<file path="src/rtl/secuenciador_mac_pkg.sv">
// Shared constants for the FIR MAC sequencer: Q(M.F) word format, tap count
// and the saturation limits used by the multiplier and the accumulator.
package secuenciador_mac_pkg;
  localparam int N    = 16;
  localparam int M    = 7;
  localparam int F    = 8;
  localparam int TAPS = 4;
  localparam int AW   = 2;

  localparam logic signed [N-1:0] SAT_MAX = {1'b0, {(N-1){1'b1}}};
  localparam logic signed [N-1:0] SAT_MIN = {1'b1, {(N-1){1'b0}}};
endpackage

</file>
<file path="src/rtl/secuenciador_mac_mult_sat.sv">
// Combinational N x N signed multiply, arithmetic shift by F and saturation
// of the result back into the N-bit signed range.
module mult_sat
  import secuenciador_mac_pkg::*;
(
  input  logic [N-1:0] a,
  input  logic [N-1:0] b,
  output logic [N-1:0] y
);

  logic signed [2*N-1:0] p;

  // Dropped fraction bits are simply discarded, so results floor toward -inf.
  function automatic logic [N-1:0] sat_trunc(input logic signed [2*N-1:0] v);
    logic signed [2*N-1:0] s;
    s = v >>> F;
    if (s[2*N-1:N-1] != {(N+1){s[2*N-1]}})
      sat_trunc = v[2*N-1] ? SAT_MIN : SAT_MAX;
    else
      sat_trunc = s[N-1:0];
  endfunction

  assign p = (2*N)'($signed(a)) * (2*N)'($signed(b));
  assign y = sat_trunc(p);

endmodule

</file>
<file path="src/rtl/secuenciador_mac.sv">
// Sequential TAPS-tap FIR: one shared multiplier walks the delay line against
// an external asynchronous coefficient ROM, accumulating with saturation.
module secuenciador_mac
  import secuenciador_mac_pkg::*;
(
  input  logic          clk,
  input  logic          reset,
  input  logic          start,
  input  logic [N-1:0]  x_in,
  output logic [AW-1:0] coef_addr,
  input  logic [N-1:0]  coef_data,
  output logic          busy,
  output logic          done,
  output logic [N-1:0]  y_out
);

  typedef enum logic [2:0] {S_IDLE, S_LOAD, S_MUL, S_ACC, S_DONE} state_t;

  state_t              state, state_nxt;
  logic [AW-1:0]       k;
  logic signed [N-1:0] xd [TAPS];
  logic signed [N-1:0] xin_p0;
  logic signed [N-1:0] prod, preg_p1, acc_p2;
  logic                last;

  function automatic logic signed [N-1:0] satadd(input logic signed [N-1:0] a,
                                                 input logic signed [N-1:0] b);
    logic signed [N:0] s;
    s = {a[N-1], a} + {b[N-1], b};
    if (s[N] != s[N-1])
      satadd = s[N] ? SAT_MIN : SAT_MAX;
    else
      satadd = s[N-1:0];
  endfunction

  assign last = (k == AW'(TAPS-1));

  mult_sat u_mult (
    .a (coef_data),
    .b (xd[k]),
    .y (prod)
  );

  always_ff @(posedge clk or posedge reset) begin
    if (reset) state <= S_IDLE;
    else       state <= state_nxt;
  end

  always_comb begin
    state_nxt = state;
    case (state)
      S_IDLE:  if (start) state_nxt = S_LOAD;
      S_LOAD:  state_nxt = S_MUL;
      S_MUL:   state_nxt = S_ACC;
      S_ACC:   state_nxt = last ? S_DONE : S_MUL;
      S_DONE:  state_nxt = S_IDLE;
      default: state_nxt = S_IDLE;
    endcase
  end

  always_comb begin
    busy      = (state != S_IDLE);
    coef_addr = k;
  end

  // Datapath: the sample is captured when start is accepted and enters the
  // delay line in LOAD; y_out and the done pulse are registered out of DONE.
  always_ff @(posedge clk or posedge reset) begin
    if (reset) begin
      k       <= '0;
      xin_p0  <= '0;
      preg_p1 <= '0;
      acc_p2  <= '0;
      y_out   <= '0;
      done    <= 1'b0;
      for (int i = 0; i < TAPS; i++) xd[i] <= '0;
    end else begin
      done <= (state == S_DONE);
      case (state)
        S_IDLE: if (start) xin_p0 <= x_in;
        S_LOAD: begin
          xd[0] <= xin_p0;
          for (int i = 1; i < TAPS; i++) xd[i] <= xd[i-1];
          acc_p2 <= '0;
          k      <= '0;
        end
        S_MUL:  preg_p1 <= prod;
        S_ACC: begin
          acc_p2 <= satadd(acc_p2, preg_p1);
          if (!last) k <= k + 1'b1;
        end
        S_DONE: begin
          y_out <= acc_p2;
          k     <= '0;
        end
        default: ;
      endcase
    end
  end

endmodule

</file>
<file path="config.mk">
export PLATFORM = sky130hd
export DESIGN_NAME = secuenciador_mac
export DESIGN_NICKNAME = d
export VERILOG_FILES = /design/src/rtl/secuenciador_mac_pkg.sv /design/src/rtl/secuenciador_mac_mult_sat.sv /design/src/rtl/secuenciador_mac.sv
export SDC_FILE = /design/constraint.sdc
export NUM_CORES = 1
export LEC_CHECK = 0
export CORE_MARGIN = 2
export CORE_UTILIZATION = 45
export CTS_CLUSTER_DIAMETER = 30
export DETAILED_ROUTE_END_ITERATION = 7
export MAX_ROUTING_LAYER = met4
export SLEW_MARGIN = 20
export SYNTH_ARGS = -nofsm -noshare
export SYNTH_HDL_FRONTEND = slang
export SYNTH_SLANG_ARGS = --single-unit
</file>
<file path="constraint.sdc">
create_clock -name clk -period 16.8 [get_ports clk]
set_input_delay 2.52 -clock clk [delete_from_list [all_inputs] [get_ports clk]]
set_output_delay 2.52 -clock clk [all_outputs]
set_load 0.01 [all_outputs]
</file>
== Word level (Yosys, flattened, before mapping) ==
Cells that the tools add are included.

* Multipliers: 1
* Add/sub/neg operators: 2
* Muxes and demuxes: 13
* Bitwise gates (word level): 1
* Magnitude comparators: 1
* Equal/unequal tests: 9
* Reductions and logical operators: 7

{| class="wikitable"
|+ Operators with widths
! operator !! number
|-
| two-way mux 16 bit || 6
|-
| binary-select mux 16 bit (select 2 bit) || 1
|-
| multiplier 16 x 16 -> 32 bit || 1
|-
| one-hot mux 16 bit (2 select lines) || 1
|-
| adder 16 x 16 -> 17 bit || 1
|-
| one-hot mux 3 bit (4 select lines) || 1
|-
| != test 8 bit || 1
|-
| == test 3 x 2 -> 1 bit (second input constant) || 2
|-
| two-way mux 3 bit || 2
|-
| != test 2 bit (second input constant) || 2
|-
| one-hot mux 2 bit (2 select lines) || 1
|-
| AND reduction 2 bit || 2
|-
| nonzero test 2 bit || 2
|-
| == test 3 x 1 -> 1 bit (second input constant) || 1
|-
| == test 3 bit (second input constant) || 1
|-
| greater-or-equal comparator 3 bit (second input constant) || 1
|-
| logical NOT 3 bit || 1
|-
| inverter 2 -> 3 bit || 1
|-
| nonzero test 3 bit || 1
|-
| adder 2 x 1 -> 2 bit (second input constant) || 1
|-
| == test 2 bit (second input constant) || 1
|-
| two-way mux 2 bit || 1
|-
| OR reduction 2 bit || 1
|-
| != test 1 bit || 1
|}

* Logic and storage cells: 45
* Output and inout bits: 20
* Flip-flop bits (word level): 134
* Bits of input ports: 35

== Depth between registers and ports, before layout ==
Gate-level depths: netlist of the first run.

* Depth in word-level cells: 7
* Mapped depth: 30
* Mapped depth without buffers: 24

== By module ==
From an unflattened synthesis of the first run, not the netlist that was laid out.

* Cells, all modules: 1533
* Area, all modules: 16097.9 um^2

{| class="wikitable"
|+ By module, submodules not included
! module !! cells each !! instances !! area each (um^2) !! seq. area each (um^2)
|-
| mult_sat || 1096 || 1 || 9838.2 || 0.0
|-
| secuenciador_mac || 437 || 1 || 6259.8 || 3353.2
|}

== Worst setup path after synthesis of the first run ==
No wires, ideal clock.

* Path type: input-to-reg
* Start: in coef_data[15]
* End: reg preg_p1[8]
* Slack: 7.626 ns
* Data arrival time: 9.030 ns
* Stages: 25
* Buffers on the path: 3
* Data required time: 16.656 ns
* Cell sequence: clkbuf_1 > nand2_1 > inv_1 > fa_1 > fa_1 > inv_1 > fa_1 > fa_1 > inv_1 > fa_1 > inv_1 > fa_1 > inv_1 > ha_1 > clkbuf_1 > and4_1 > nand2_1 > or4_1 > o31a_1 > a31o_2 > a21oi_1 > nand4b_1 > o311ai_4 > buf_2 > o311ai_2

* Cells in the longest elaborated chain, start to end: 3
* Elaborated cells on any way between the ends: 4

{| class="wikitable"
|+ Ends and longest elaborated chain
! what !! line !! text
|-
| start, declared || secuenciador_mac.sv:11 || <nowiki>input logic [N-1:0] coef_data,</nowiki>
|-
| multiplier 16 x 16 -> 32 bit (*) || secuenciador_mac_mult_sat.sv:23 || <nowiki>assign p = (2*N)'($signed(a)) * (2*N)'($signed(b));</nowiki>
|-
| != test 8 bit or two-way mux 16 bit (tied branches) || secuenciador_mac_mult_sat.sv:17, secuenciador_mac_mult_sat.sv:18 ||
|-
| two-way mux 16 bit (*) || secuenciador_mac_mult_sat.sv:17 || <nowiki>if (s[2*N-1:N-1] != {(N+1){s[2*N-1]}})</nowiki>
|-
| end signal, assigned || secuenciador_mac.sv:87 || <nowiki>S_MUL: preg_p1 <= prod;</nowiki>
|-
| end, declared || secuenciador_mac.sv:23 || <nowiki>logic signed [N-1:0] prod, preg_p1, acc_p2;</nowiki>
|}

Every way passes the cells marked *; elsewhere a longest branch is shown, timed or not.
A chain may end at the register's enable or synchronous reset.

== Worst setup path after layout of the first run ==
* Start: in coef_data[15]
* End: reg preg_p1[12]

Same word-level chain as after synthesis.

==> impl_metrics.csv, run 1 <==
group,metric,value,unit
routing,first_pass_iters,5,
synth,avgSynthCellArea,10.3,sq um
timing,slew_headroom,0.344,
clock_tree,cts_buffers,17,
clock_tree,cts_resized,0,
global_route,grt_start_max_net_pins,72,
timing,min_period,10.44,ns
routing,ant_nets,0,
clock_tree,clk_latency,0.42,ns
final_layout,drive_gt1_frac,0.112,
final_layout,postLayoutCellArea,0.0179,sq mm
routing,drt_iter0_drc,548,
setup_path,endpoint_kind,"flip-flop",
die,die_y,195,um
synth,synthArstFlopShare,1.00,
routing,avgRoutedWirePerCell,17.4,um
final_layout,nNetsFinal,2000,
synth,syn_inst,1593,
global_route,gr-usage-all-layers,0.212,
placement,gp_congestion,0.887,
clock_tree,htreeDepth,4,
clock_tree,clk_path_buf_depth,2,
global_route,grt_pass1_wl,62500,um
hold_path,hold_class,"reg2reg",
die,die_area,0.0379,sq mm
routing,via_count,11024,
synth,synth-main-ff-cell,"dfrtp_1",
timing,fin_crit_sh,0.622,
synth,yosys_register_bits,134,
placement,port_buffers,54,
setup_path,cp.required,17.03,ns
timing,fmax,95.8,MHz
hold_path,holdPathStages,2,
setup_path,r2r_cells,24,
synth,synth_edf_count,0,
timing,finalSetupTns,0,ns
synth,synth_common_cells,"inv_1, fa_1, nand2_1",
placement,post_dp_cell_area,0.0173,sq mm
die,fp.dieW,195,um
die,io_pins,55,
timing,rsz0062_at_grt,"no",
synth,synthesis.nets,1986,
setup_path,start_kind,"input pin",
final_layout,syn_to_final_growth,9.18,%
synth,yosys.cell_count.top_type,"inv_1",
synth,ys_warn_count,0,
synth,synth_top_area_cell,"fa_1",
setup_path,cp_max_fo,16,
die,floorplan.initialDensity,0.458,
setup_path,cp.arrival,10.67,ns
routing,drt-vias-per-instance,5.30,
die,core-area,0.0357,sq mm
timing,finalSetupViolCount,0,
timing,final_max_slew_viol_count,0,
timing,tightest_slew,0.977,ns
global_route,grt_pass1_vias,11843,
synth,syn_area,0.0164,sq mm
synth,yosys-top-cells-area,"fa_1, dfrtp_1, ha_1",
synth,synth_top_area_frac,0.320,
run_status,status,"complete, no violations",
final_layout,n_antenna_cell,0,
global_route,antenna_found_initial,0,
job,maxCapViolCount,0,
routing,wl,36100,um
synth,synth_cell_types,75,
clock_tree,cts_hold_buf,0,
global_route,grt_overflow,0,
clock_tree,clock-sinks,134,
routing,drc_errors,0,
placement,dp_hpwl,28800,um
clock_tree,root_buffer,"clkbuf_16",
timing,skew,0.0112,ns
die,num_rows,69,
clock_tree,cts_tree,"done",
clock_tree,post-cts-setup-buffers,0,
setup_path,crit_type,"in2reg",
clock_tree,clk_pin_slew,0.06,ns
timing,hold_viol,0,
synth,yosysSeqAreaShare,0.205,
final_layout,fillers,3322,
per-layer routing:
metal  GRT usage  part of all wire  routed length (um)  vias to the layer above
met5           -                 0                   0                        -
met4      0.0387            0.0097                 351                        0
met3      0.0196             0.031                1110                       32
met2       0.329              0.46               16700                      198
met1       0.307              0.50               18000                     5693
li1            -                 -                   -                     5101
cells in the final DEF (no fill, tap or decap), types with 17 or more instances in the layout:
cell type / count
xnor2_1: 29
clkbuf_16: 17
inv_1: 295
o21ai_0: 32
o311ai_0: 17
clkdlybuf4s50_1: 54
a21oi_1: 37
ha_1: 96
nand2_1: 158
fa_1: 262
nor2_1: 50
and2_1: 128
mux2_2: 97
dfrtp_1: 134
worst max-delay path, cell delays in order:
cell and delay (ns):
clkdlybuf4s50_1 0.80, nand2_1 0.18, inv_1 0.16, fa_1 0.54, fa_1 0.89, inv_1 0.12, fa_1 0.44, fa_1 0.54
inv_1 0.06, fa_1 0.53, inv_1 0.05, fa_1 0.47, inv_1 0.04, ha_1 0.40, and4_1 0.27, nand2_1 0.13
or4_1 0.48, o31a_1 0.13, a31o_2 0.21, a21oi_1 0.11, nand4b_1 0.53, o311ai_4 0.76, o311ai_0 0.28
sequential cells by signal, summed over array words and instances, names as in the netlist:
| name | cells |
|---|---|
| xin_p0 | 16 |
| state | 3 |
| acc_p2 | 16 |
| y_out | 16 |
| coef_addr | 2 |
| xd | 64 |
| done | 1 |
| preg_p1 | 16 |
metrics by stage:
stage,utilization,std cells,hold WS [ns],setup WS (ns)
5_1_grt,0.500,2081,0.513,5.74
4_1_cts,0.500,2081,0.504,6.40
2_1_floorplan,-,1593,0.454,7.63
3_3_place_gp,0.484,2049,0.480,6.23
3_5_place_dp,0.484,2049,0.483,5.99
6_report,0.500,2081,0.499,6.36
cells by family (layout without fill, tap and decap cells):
kind of cell               after synthesis  count (layout)  share of synthesized area
adders and majority gates              359             359                      0.394
xor gates and xnor gates                42              42                     0.0236
and+or+nand+nor                        409             409                      0.125
buffers and inverters                  362             389                     0.0844
muxes                                  114             114                     0.0897
AOI/OAI and AO/OA                      173             173                     0.0781
DFF                                    134             134                      0.205
worst paths after layout:
path	from	end	slack, ns
max	coef_data[15]	preg_p1[12]	6.36
min	preg_p1[15]	preg_p1[15]	0.50
max reg2reg	coef_addr[0]	preg_p1[12]	7.54
min reg2reg	preg_p1[15]	preg_p1[15]	0.50
max in group asynchronous	reset	xd[27]	12.96
min in group asynchronous	reset	xin_p0[7]	2.54
final cells by class:
class | count | area [sq um] | area share
Clock buffer | 17 | 425 | 0.0238
Clock inverter | 15 | 154 | 0.00861
Inverter | 296 | 1120 | 0.0624
Multi-Input combinational cell | 1097 | 11700 | 0.652
Sequential cell | 134 | 3350 | 0.188
Tap cell | 461 | 577 | 0.0323
Timing Repair Buffer | 61 | 593 | 0.0332
Power of run 1 is not shown: default switching activity piles up to over one toggle a cycle in this logic, so the estimate is an artifact.
==> inputs of run 2 (changes only) <==
clock period = 10.1 ns   (was 16.8 ns; I/O delays follow)
==> run 2 against run 1 <==
  * Worst hold slack worse by 0.0026 ns
  * Core utilization grew 0.24 points
  * Clock skew is essentially flat
  * Die area is the same
  * Setup slack got worse by 5.2 ns
  * Non-clock buffer count rose by 11
  * Clock-buffer cell count is the same
  * Critical path depth shrank 1
  * Cell area rose by 0.48%
  * Via count about the same
  * First-iteration DRC count decreased by 4.4%
  * Critical path type unchanged
==> impl_metrics.csv, run 2 (synthesis results as in run 1) <==
group,metric,value,unit
setup_path,endpoint_kind,"flip-flop",
timing,whs,0.496,ns
job,maxCapViolCount,0,
routing,wl,36500,um
routing,avgRoutedWirePerCell,17.4,um
setup_path,cp.arrival,9.19,ns
global_route,grt_overflow,0,
run_status,status,"complete, no violations",
final_layout,layout_commonest_cell,"inv_1",
final_layout,mostFrequentLayoutCells,"inv_1, fa_1, nand2_1",
hold_path,holdPathStages,2,
die,floorplan.initialDensity,0.458,
timing,skew,0.0112,ns
timing,fmax,112,MHz
die,io_pins,55,
final_layout,regMostFlops,"xd",
placement,gp_congestion,0.883,
clock_tree,cts_hold_buf,0,
final_layout,fillers,3294,
clock_tree,cts_tree,"done",
global_route,gr-usage-met3,0.0283,
clock_tree,cts_resized,0,
die,die_area,0.0379,sq mm
timing,final_max_slew_viol_count,0,
timing,fin_crit_sh,0.888,
setup_path,r2r_setup_slack,1.34,ns
placement,dp_hpwl,29400,um
routing,drc_errors,0,
global_route,grt_pass1_wl,63500,um
timing,slew_headroom,0.399,
setup_path,cp.required,10.32,ns
hold_path,min_from,"preg_p1[15]",
global_route,use_met2,0.333,
clock_tree,htreeDepth,4,
clock_tree,clock-sinks,134,
clock_tree,cts_buffers,17,
routing,drt-vias-per-instance,5.27,
timing,rsz0062_at_grt,"no",
setup_path,crit_type,"in2reg",
global_route,antenna_found_initial,0,
global_route,grt_pass1_vias,12076,
die,core-area,0.0357,sq mm
timing,hold_viol,0,
hold_path,hold_class,"reg2reg",
final_layout,drive_gt1_frac,0.118,
hold_path,hold_end,"preg_p1[15]",
placement,place_ws,0.779,ns
global_route,grt_start_max_net_pins,71,
timing,min_period,8.97,ns
die,die_y,195,um
clock_tree,post-cts-setup-buffers,0,
placement,port_buffers,54,
routing,via_count,11030,
setup_path,cp_max_fo,16,
global_route,grt_use_met1,0.305,
timing,tightest_slew,0.896,ns
die,fp.dieW,195,um
global_route,gr-usage-all-layers,0.216,
clock_tree,clk_latency,0.41,ns
timing,finalSetupTns,0,ns
final_layout,syn_to_final_growth,9.70,%
setup_path,reg2reg_from,"coef_addr[0]",
clock_tree,clk_pin_slew,0.06,ns
global_route,grt.busiest_layer,"met2",
setup_path,r2r_end,"preg_p1[12]",
die,num_rows,69,
setup_path,r2r_cells,23,
timing,finalSetupViolCount,0,
final_layout,nNetsFinal,2011,
final_layout,largest_reg_flops,64,
setup_path,start_kind,"input pin",
routing,drt_iter0_drc,524,
clock_tree,root_buffer,"clkbuf_16",
routing,first_pass_iters,5,
routing,ant_nets,0,
clock_tree,clk_path_buf_depth,2,
timing,setup_slack,1.13,ns
[run 2: routing by layer]
layer | vias up | part of all wire
li1 | 5124 | -
met2 | 213 | 0.45
met4 | 0 | 0.020
met5 | - | 0
met3 | 42 | 0.037
met1 | 5651 | 0.49
[run 2: worst max-delay path by stage]
stage	end	cells after the start	slack (ns)	start
3_3_place_gp	preg_p1[13]	22	0.84	coef_data[15]
4_1_cts	preg_p1[12]	23	1.14	coef_data[15]
3_5_place_dp	preg_p1[11]	20	0.78	coef_data[15]
5_1_grt	preg_p1[13]	20	0.62	coef_data[15]
2_1_floorplan	preg_p1[8]	25	1.93	coef_data[15]
6_report	preg_p1[12]	22	1.13	coef_data[8]
[run 2: cell type report]
class                      count  area, sq um  share of cell area
antenna                        1         2.50            0.000139
clock buffer                  17          425              0.0237
clock inverter                15          155             0.00864
inverter                     296         1120              0.0621
multi-input combinational   1097        11700               0.649
sequential                   134         3350               0.187
tap                          461          577              0.0321
timing repair buffer          72          676              0.0376
[run 2: per-stage QoR]
step / std cells / area (sq um) / utilization
detailed placement: 2060 / 17400 / 0.486
global route: 2092 / 18000 / 0.503
finish: 2093 / 18000 / 0.503
CTS: 2092 / 18000 / 0.503
floorplan: 1593 / 16400 / -
global placement: 2060 / 17400 / 0.486
[run 2: critical path, stage by stage]
cell and delay (ns):
clkdlybuf4s50_1 0.82, and2_1 0.36, fa_1 0.54, inv_1 0.05
fa_1 0.47, fa_1 0.53, inv_1 0.06, fa_1 0.51
fa_1 0.51, inv_1 0.05, fa_1 0.48, inv_1 0.04
ha_1 0.35, a21o_1 0.23, o211ai_1 0.20, a31oi_1 0.18
nor3_1 0.35, a21o_1 0.23, a2111oi_0 0.11, or3_1 0.60
o311ai_4 0.68, o311ai_0 0.29
Power of run 2 is left out for the same reason.
